==> src/rtl/mem_arbiter.sv <==
// ============================================================================
// Module      : mem_arbiter
// Description : Two-port (instruction fetch / data load-store) arbiter for a
//               single 64-bit-word memory with fixed read latency MEM_LAT.
//               Serves one access at a time:
//                 IDLE  -> ISSUE : mem_en pulse for one cycle
//                 ISSUE -> WAIT  : MEM_LAT cycles
//                 WAIT  -> RESP  : one-cycle ack
//                 RESP  -> IDLE
//               Optional macro MEM_ARBITER_RR_EN: round-robin on conflict.
//               When it is undefined, data always wins a conflict.
// Revision    : 1.0 - initial release
// ============================================================================
`default_nettype none

module mem_arbiter #(
  parameter int ADDR_BITS = 6,
  parameter int MEM_LAT   = 2
) (
  input  logic                 clk,
  input  logic                 rst_n,
  input  logic                 i_req,
  input  logic [ADDR_BITS:0]   i_addr,
  output logic                 i_ack,
  output logic [31:0]          i_rdata,
  input  logic                 d_re,
  input  logic                 d_we,
  input  logic [ADDR_BITS-1:0] d_addr,
  input  logic [63:0]          d_wdata,
  output logic                 d_ack,
  output logic [63:0]          d_rdata,
  output logic                 mem_en,
  output logic                 mem_we,
  output logic [ADDR_BITS-1:0] mem_addr,
  output logic [63:0]          mem_wdata,
  input  logic [63:0]          mem_rdata
);

  typedef enum logic [1:0] {
    IDLE  = 2'd0,
    ISSUE = 2'd1,
    WAIT  = 2'd2,
    RESP  = 2'd3
  } state_t;

  // Counter value on the cycle in which mem_rdata is valid
  localparam logic [3:0] C_LAST_CNT = 4'(MEM_LAT - 1);

  state_t                 state_q, state_d;
  logic [3:0]             cnt_q, cnt_d;
  logic                   grant_data_q, grant_data_d;
  logic                   write_q, write_d;
  logic                   half_q, half_d;
  logic                   mem_en_q, mem_en_d;
  logic                   mem_we_q, mem_we_d;
  logic [ADDR_BITS-1:0]   mem_addr_q, mem_addr_d;
  logic [63:0]            mem_wdata_q, mem_wdata_d;
  logic                   i_ack_q, i_ack_d;
  logic                   d_ack_q, d_ack_d;
  logic [31:0]            i_rdata_q, i_rdata_d;
  logic [63:0]            d_rdata_q, d_rdata_d;
`ifdef MEM_ARBITER_RR_EN
  logic                   last_data_q, last_data_d;
`endif

  logic w_d_req;
  logic w_pick_data;

  // Grant selection; a simultaneous read+write counts as a data request
  always_comb begin
    w_d_req = d_re | d_we;
`ifdef MEM_ARBITER_RR_EN
    // On conflict, go to whichever side was not granted last
    w_pick_data = w_d_req & (~i_req | ~last_data_q);
`else
    w_pick_data = w_d_req;
`endif
  end

  // Next-state and next-output computation
  always_comb begin
    state_d      = state_q;
    cnt_d        = cnt_q;
    grant_data_d = grant_data_q;
    write_d      = write_q;
    half_d       = half_q;
    mem_en_d     = 1'b0;
    mem_we_d     = 1'b0;
    mem_addr_d   = mem_addr_q;
    mem_wdata_d  = mem_wdata_q;
    i_ack_d      = 1'b0;
    d_ack_d      = 1'b0;
    i_rdata_d    = i_rdata_q;
    d_rdata_d    = d_rdata_q;
`ifdef MEM_ARBITER_RR_EN
    last_data_d  = last_data_q;
`endif
    case (state_q)
      IDLE: begin
        if (i_req || w_d_req) begin
          state_d      = ISSUE;
          grant_data_d = w_pick_data;
          write_d      = w_pick_data & d_we;
          half_d       = i_addr[0];
          mem_en_d     = 1'b1;
          mem_we_d     = w_pick_data & d_we;
          mem_addr_d   = w_pick_data ? d_addr : i_addr[ADDR_BITS:1];
          if (w_pick_data) begin
            mem_wdata_d = d_wdata;
          end
`ifdef MEM_ARBITER_RR_EN
          last_data_d  = w_pick_data;
`endif
        end
      end
      ISSUE: begin
        state_d = WAIT;
        cnt_d   = 4'd0;
      end
      WAIT: begin
        if (cnt_q == C_LAST_CNT) begin
          state_d = RESP;
          if (grant_data_q) begin
            d_ack_d = 1'b1;
            if (!write_q) begin
              d_rdata_d = mem_rdata;
            end
          end else begin
            i_ack_d   = 1'b1;
            i_rdata_d = half_q ? mem_rdata[63:32] : mem_rdata[31:0];
          end
        end else begin
          cnt_d = cnt_q + 4'd1;
        end
      end
      RESP: begin
        // Requests are not looked at here; the ack pulse ends this cycle
        state_d = IDLE;
      end
      default: state_d = IDLE;
    endcase
  end

  // State and registered outputs; reset aborts any in-flight access
  always_ff @(posedge clk or negedge rst_n) begin
    if (!rst_n) begin
      state_q      <= IDLE;
      cnt_q        <= 4'd0;
      grant_data_q <= 1'b0;
      write_q      <= 1'b0;
      half_q       <= 1'b0;
      mem_en_q     <= 1'b0;
      mem_we_q     <= 1'b0;
      mem_addr_q   <= '0;
      mem_wdata_q  <= '0;
      i_ack_q      <= 1'b0;
      d_ack_q      <= 1'b0;
      i_rdata_q    <= '0;
      d_rdata_q    <= '0;
`ifdef MEM_ARBITER_RR_EN
      last_data_q  <= 1'b0;
`endif
    end else begin
      state_q      <= state_d;
      cnt_q        <= cnt_d;
      grant_data_q <= grant_data_d;
      write_q      <= write_d;
      half_q       <= half_d;
      mem_en_q     <= mem_en_d;
      mem_we_q     <= mem_we_d;
      mem_addr_q   <= mem_addr_d;
      mem_wdata_q  <= mem_wdata_d;
      i_ack_q      <= i_ack_d;
      d_ack_q      <= d_ack_d;
      i_rdata_q    <= i_rdata_d;
      d_rdata_q    <= d_rdata_d;
`ifdef MEM_ARBITER_RR_EN
      last_data_q  <= last_data_d;
`endif
    end
  end

  assign i_ack     = i_ack_q;
  assign i_rdata   = i_rdata_q;
  assign d_ack     = d_ack_q;
  assign d_rdata   = d_rdata_q;
  assign mem_en    = mem_en_q;
  assign mem_we    = mem_we_q;
  assign mem_addr  = mem_addr_q;
  assign mem_wdata = mem_wdata_q;

endmodule

`default_nettype wire

==> config.mk <==
export PLATFORM = sky130hd
export DESIGN_NAME = mem_arbiter
export DESIGN_NICKNAME = d
export VERILOG_FILES = /design/src/rtl/mem_arbiter.sv
export SDC_FILE = /design/constraint.sdc
export NUM_CORES = 1
export LEC_CHECK = 0
export CAP_MARGIN = 25
export CORE_UTILIZATION = 42
export DETAILED_ROUTE_END_ITERATION = 12
export PLACE_DENSITY_LB_ADDON = 0.3
export SETUP_SLACK_MARGIN = 0.3
export SLEW_MARGIN = 20
export SYNTH_ARGS = -nofsm -noshare
export SYNTH_HDL_FRONTEND = slang
export SYNTH_SLANG_ARGS = --single-unit
==> constraint.sdc <==
create_clock -name clk -period 2.22 [get_ports clk]
set_clock_uncertainty 0.05 [all_clocks]
set_input_delay 0.333 -clock clk [delete_from_list [all_inputs] [get_ports clk]]
set_output_delay 0.333 -clock clk [all_outputs]
set_load 0.03 [all_outputs]
==> summary.md, run 1 <==
| Metric | Value |
|---|---|
| Status | `completed` |
| GR Util met1 | `25.1%` |
| Syn_nets | `605` |
| Area Growth Syn to Fin | `64.0%` |
| Top-area cell type share of the netlist area | `62.3%` |
| EDFF count, synth | `0` |
| N_diodes | `0` |
| Skew-Pair Late Insertion Delay | `410 ps` |
| M2 GR Usage | `40.9%` |
| Most instantiated cells after synthesis | `mux2_2 (194), dfrtp_1 (179), buf_2 (11), nand2_1 (10), clkbuf_1 (9)` |
| IO Count | `316` |
| Crit end category | `flop` |
| CP startpoint kind | `flop` |
| CTS H-Tree Depth | `4` |
| Cell Pwr Density | `1650 nW/um^2` |
| Total clock sinks | `179` |
| Global route total overflow | `0` |
| Initial core utilization | `43.2%` |
| Worst-path maximum fanout | `8` |
| Die area | `17700 sq um` |
| GRT Total Usage | `22.8%` |
| Chip height | `133 um` |
| Crit path kind | `reg2reg` |
| Overall Power | `19500 uW` |
| Grt met3 use | `7.70%` |
| Crit path DAT | `2310 ps` |
| Worst R2R Setup Slack | `160 ps` |
| CTS tree | `done` |
| Reported max-cap violation count | `0` |
| Non-filler cells in the finished layout | `1035` |
| Period utilisation layout | `92.8%` |
| Post-synthesis async set-or-reset flop share | `100%` |
| DP Cell Count | `976` |
| Unrepaired setup endpoints after global routing | `true` |
| Row count | `47` |
| Root Driver | `clkbuf_16` |
| Synth warnings | `0` |
| Fillers | `1124` |
| Setup TNS | `0 ps` |
| DR iter-0 viols | `117` |
| Sequential share of the synthesized area | `62.3%` |
| GR peak layer | `met2` |
| Count leader, synth | `mux2_2` |
| DRC | `0` |
| RD Place Congestion | `0.793` |
| Largest net degree at the start of global routing | `69` |
| Crit path required time | `2470 ps` |
| DR vias | `5165` |
| Register-to-Register Path Depth | `8` |
| Global-route wire length before repair | `30500 um` |
| Maximum vdd drop | `0.000979 V` |
| Total CTS buffers | `17` |
| Fraction of layout cells with a size suffix above 1 | `33.4%` |
| Detailed Place HPWL | `13400 um` |
| Worst-margin pin slew | `416 ps` |
| Final WL | `20400 um` |
| Synth area leaders | `dfrtp_1 (62%), mux2_2 (30%), mux2i_1 (0.97%), ha_1 (0.87%), buf_2 (0.77%)` |
| Final hold vios | `0` |
| Setup Viol. Count Final | `0` |
| Syn Area/Cell | `15.8 sq um` |
| FMAX | `485 MHz` |
| Post-synthesis register bit count | `179` |
| Synth cell types | `30` |
| Core Region | `16600 sq um` |
| Seq. cell area | `4480 sq um` |
| Pre-Repair DR Iteration Count | `4` |
| Vias in the first global route | `5673` |
| Die X | `133 um` |
| Initial antenna violation count | `0` |
| Mapped cell area | `7190 sq um` |
| Clk buf depth | `2` |
| Post-Synthesis Cells | `454` |
| Multi-input gate area | `2710 sq um` |
| CTS clk-pin slew, worst paths | `70 ps` |
| Leakage Power | `0.00504 uW` |
| DR WL/cell | `19.7 um` |
| Final ANT Viol Nets | `0` |
| Primary FF master, synth | `dfrtp_1` |
| Relative slew margins | `72.0%` |
| Port bufs | `315` |
| Vias per cell | `4.99` |
| Slew Limit Fails | `0` |
| Clock period minus worst slack | `2060 ps` |
| Final Net Count | `953` |
| Worst Hold Class | `in2async` |
| Worst-case hold slack | `316 ps` |
| Synth area leader | `dfrtp_1` |
[cell usage in the layout (no fill, tap or decap), drive strengths merged]
master,netlist,routed
a21o,2,2
a21oi,2,2
a22oi,1,1
and2,1,1
and3,1,1
buf,14,33
bufinv,0,2
clkbuf,9,22
clkdlybuf4s50,0,310
clkinv,0,2
clkinvlp,0,3
dfrtp,179,179
dlygate4sd2,0,2
dlygate4sd3,0,1
dlymetal6s2s,0,2
ha,5,5
inv,4,11
mux2,194,194
mux2i,7,7
nand2,10,10
nand2b,1,1
nand3,1,1
nand4,1,1
nand4b,2,2
nor2,2,2
nor2b,1,1
nor3,1,1
nor3b,3,3
o21ai,8,8
o22a,1,1
o22ai,1,1
o31ai,1,1
or3b,1,1
xnor2,1,1
[where the power goes]
group / switching [uW] / internal (uW)
clock network: 1350 / 1730
logic: 5460 / 5150
registers: 894 / 4910
[worst paths after layout]
kind                       startpoint       endpoint
max in group asynchronous       rst_n  mem_wdata[24]
min in group clk              write_q        write_q
setup / recovery             cnt_q[1]    i_rdata[25]
setup reg to reg             cnt_q[1]    i_rdata[25]
hold reg to reg               write_q        write_q
hold / removal                  rst_n     d_rdata[0]
[worst max-delay path, stage by stage (launching register included)]
cell	delay (ps)
dfrtp_1	400
inv_2	90
ha_4	120
or3b_4	390
nor3b_4	200
buf_6	140
buf_6	100
buf_16	140
mux2_4	310
[through the flow]
stage               area, sq um  util (%)  worst slack [ps]
detailed placement        10600      64.0               137
global placement          10600      64.0               196
finish                    11800      70.9               159
global route              11800      70.9              97.1
CTS                       11600      69.7               175
floorplan                  7190         -               210
[registers in the layout (all words and copies together) (netlist names), 2 cells and up]
signal / flops
d_rdata: 64
mem_wdata: 64
i_rdata: 32
mem_addr: 6
cnt_q: 4
state_q: 2
[final cells by class]
cell class	count	area share (%)
Tap cell	220	2.33
Sequential cell	179	38.0
Multi-Input combinational cell	248	23.0
Timing Repair Buffer	352	31.5
Clock inverter	14	1.41
Inverter	4	0.127
Clock buffer	18	3.72
[cells by family after synthesis]
| logic type | after synthesis | share of synthesized area [%] |
|---|---|---|
| muxes | 201 | 31.4 |
| DFF | 179 | 62.3 |
| buffers and inverters | 27 | 1.91 |
| and+or+nand+nor | 25 | 2.14 |
| AOI/OAI and AO/OA | 16 | 1.32 |
| adders and majority gates | 5 | 0.870 |
| xor gates and xnor gates | 1 | 0.122 |
[per-layer routing]
layer,share of wire (%),routed length [um]
met4,2.2,451
met3,8.8,1800
met1,37,7580
met2,52,10600
met5,0,0
[timing repair]
item	4_1_cts	5_1_grt
gates cloned	5	5
endpoints found under the setup margin	98	99
gates resized for setup	32	15
setup buffers	12	4
pin swaps	2	1
endpoints found under the hold margin	27	0
hold buffers	1	0
(Power assumes the default switching activity.)
==> inputs of run 2 (changes only) <==
CORE_ASPECT_RATIO = 0.6   (was unset)
HOLD_SLACK_MARGIN = 0.03   (was unset)
==> run 2 against run 1 <==
  * Sequential power is 1% higher
  * Maximum frequency fell by 1.1%
  * Final area up 1.7%
  * Hold slack got worse by 48 ps
  * Combinational power grew 4%
  * Largest cell class unchanged
  * Largest power group unchanged
  * Count of clock-buffer cells in the layout unchanged
  * Power is 1.6% higher
  * Utilization increased by 1.9 points
  * Worst setup slack worse by 23 ps
==> summary.md, run 2 (synthesis gave the netlist of run 1 again) <==
| Metric | Value |
|---|---|
| Worst Hold Class | `in2async (unchanged)` |
| Crit path required time | `2470 ps (about the same)` |
| Clock period minus worst slack | `2080 ps (was 2060 ps)` |
| Global route total overflow | `0 (unchanged)` |
| RD Place Congestion | `0.791 (was 0.793)` |
| Largest net degree at the start of global routing | `85 (was 69)` |
| Fin worst setup slack | `136 ps (was 159 ps)` |
| Fillers | `1109 (was 1124)` |
| Pre-Repair DR Iteration Count | `4 (unchanged)` |
| Area Growth Syn to Fin | `66.7% (was 64.0%)` |
| Unrepaired setup endpoints after global routing | `true (unchanged)` |
| Final ANT Viol Nets | `0 (unchanged)` |
| Vias in the first global route | `5326 (was 5673)` |
| Cell Pwr Density | `1650 nW/um^2 (about the same)` |
| CP max stage delay | `400 ps (about the same)` |
| Cell Chain, Critical Path | `inv_2, ha_4, or3b_4, nor3b_4, buf_6, buf_12, buf_16, mux2_4 (was inv_2, ha_4, or3b_4, nor3b_4, buf_6, buf_6, buf_16, mux2_4)` |
| Relative slew margins | `67.3% (was 72.0%)` |
| CTS tree | `done (unchanged)` |
| Fraction of layout cells with a size suffix above 1 | `33.1% (was 33.4%)` |
| Final hold vios | `0 (unchanged)` |
| Worst slack, placed | `122 ps (was 137 ps)` |
| Crit path DAT | `2330 ps (was 2310 ps)` |
| CTS H-Tree Depth | `4 (unchanged)` |
| Leakage Power | `0.00532 uW (was 0.00504 uW)` |
| Crit path kind | `reg2reg (unchanged)` |
| Status | `completed (unchanged)` |
| Commonest cells after routing, fill and taps aside | `clkdlybuf4s50_1 (308), dfrtp_1 (178), mux2_2 (122) (was clkdlybuf4s50_1 (310), dfrtp_1 (178), mux2_2 (169))` |
| Die X | `171 um (was 133 um)` |
| DRC | `0 (unchanged)` |
| Setup TNS | `0 ps (unchanged)` |
| Skew-Pair Late Insertion Delay | `410 ps (about the same)` |
| Global-route wire length before repair | `30100 um (was 30500 um)` |
| DR vias | `5179 (was 5165)` |
| Vias per cell | `4.98 (was 4.99)` |
| Chip height | `103 um (was 133 um)` |
| Maximum vdd drop | `0.00100 V (was 0.000979 V)` |
| Die area | `17700 sq um (about the same)` |
| Commonest non-fill, non-tap cell in the layout | `clkdlybuf4s50_1 (unchanged)` |
| Root Driver | `clkbuf_16 (unchanged)` |
| Period utilisation layout | `93.9% (was 92.8%)` |
| DR WL/cell | `20.6 um (was 19.7 um)` |
| Reported max-cap violation count | `0 (unchanged)` |
| Initial core utilization | `43.6% (was 43.2%)` |
| Worst-path maximum fanout | `8 (unchanged)` |
| Slew Limit Fails | `0 (unchanged)` |
| Core Region | `16500 sq um (was 16600 sq um)` |
| IO Count | `316 (unchanged)` |
| Total CTS buffers | `17 (unchanged)` |
| Setup Viol. Count Final | `0 (unchanged)` |
| Initial antenna violation count | `0 (unchanged)` |
| Final Net Count | `952 (was 953)` |
| Total clock sinks | `179 (unchanged)` |
| Clk buf depth | `2 (unchanged)` |
| N_diodes | `0 (unchanged)` |
| Port bufs | `315 (unchanged)` |
| Slowest-stage cell, CP | `dfrtp_1 (unchanged)` |
| CP startpoint kind | `flop (unchanged)` |
| CTS clk-pin slew, worst paths | `70 ps (about the same)` |
| GRT Total Usage | `22.8% (about the same)` |
| DR iter-0 viols | `279 (was 117)` |
| Crit end category | `flop (unchanged)` |
| Final WL | `21400 um (was 20400 um)` |
| Row count | `36 (was 47)` |
| Detailed Place HPWL | `13800 um (was 13400 um)` |
| Worst-margin pin slew | `490 ps (was 416 ps)` |
| FMAX | `480 MHz (was 485 MHz)` |
[run 2: worst paths after layout]
path                             start            end  slack, ps  cells past startpoint
min in group clk           mem_addr[3]    mem_addr[3]        440                      2
setup / recovery              cnt_q[1]     i_rdata[5]        140                      8
setup reg to reg              cnt_q[1]     i_rdata[5]        140                      8
max in group asynchronous        rst_n       cnt_q[0]       1160                      3
hold reg to reg            mem_addr[3]    mem_addr[3]        440                      2
hold / removal                   rst_n  mem_wdata[12]        270                      2
[run 2: worst max-delay path: cells and delay by family, from the launching register on]
kind,cells,cell delay [ps]
simple gates,2,570
fa+ha+maj,1,130
flops,1,400
buf+inv,4,500
mux,1,310
[run 2: per-stage QoR]
step	instances	cell area (sq um)	power, uW	utilization (%)	hold WS, ps
2_1_floorplan	454	7190	11500	-	-12.6
3_3_place_gp	984	10700	15600	64.7	110
3_5_place_dp	984	10700	16000	64.7	108
4_1_cts	1030	11600	19300	70.3	235
5_1_grt	1041	12000	20700	72.7	264
6_report	1041	12000	19800	72.7	268
[run 2: routing by layer]
layer  GRT usage [%]  wire [um]  vias up
li1                -          -     2320
met1            28.8       9050     2640
met2            37.6      10400      203
met3            7.91       1760       16
met4            6.46        250        0
met5               0          0        -
[run 2: timing repair]
action | in CTS | in global routing
pin swaps | 1 | 1
hold endpoints to repair | 179 | 0
setup endpoints to repair | 96 | 102
setup buffers | 9 | 6
hold buffers | 1 | 0
resized for setup | 35 | 63
cloned | 5 | 5
[run 2: final cells by class]
| class | instances | area [sq um] | share of cell area, % |
|---|---|---|---|
| flip-flops and latches | 179 | 4480 | 37.4 |
| repair buffers | 351 | 3750 | 31.3 |
| multi-input cells | 248 | 2890 | 24.1 |
| clock buffers | 18 | 439 | 3.66 |
| well taps | 228 | 285 | 2.38 |
| clock inverters | 13 | 126 | 1.05 |
| inverters | 4 | 15.0 | 0.125 |
[run 2: power breakdown]
group	switching, uW	internal [uW]	total, uW
Clock	1340	1590	2930
Sequential	959	4910	5870
Combinational	5520	5470	11000
Total	7820	12000	19800
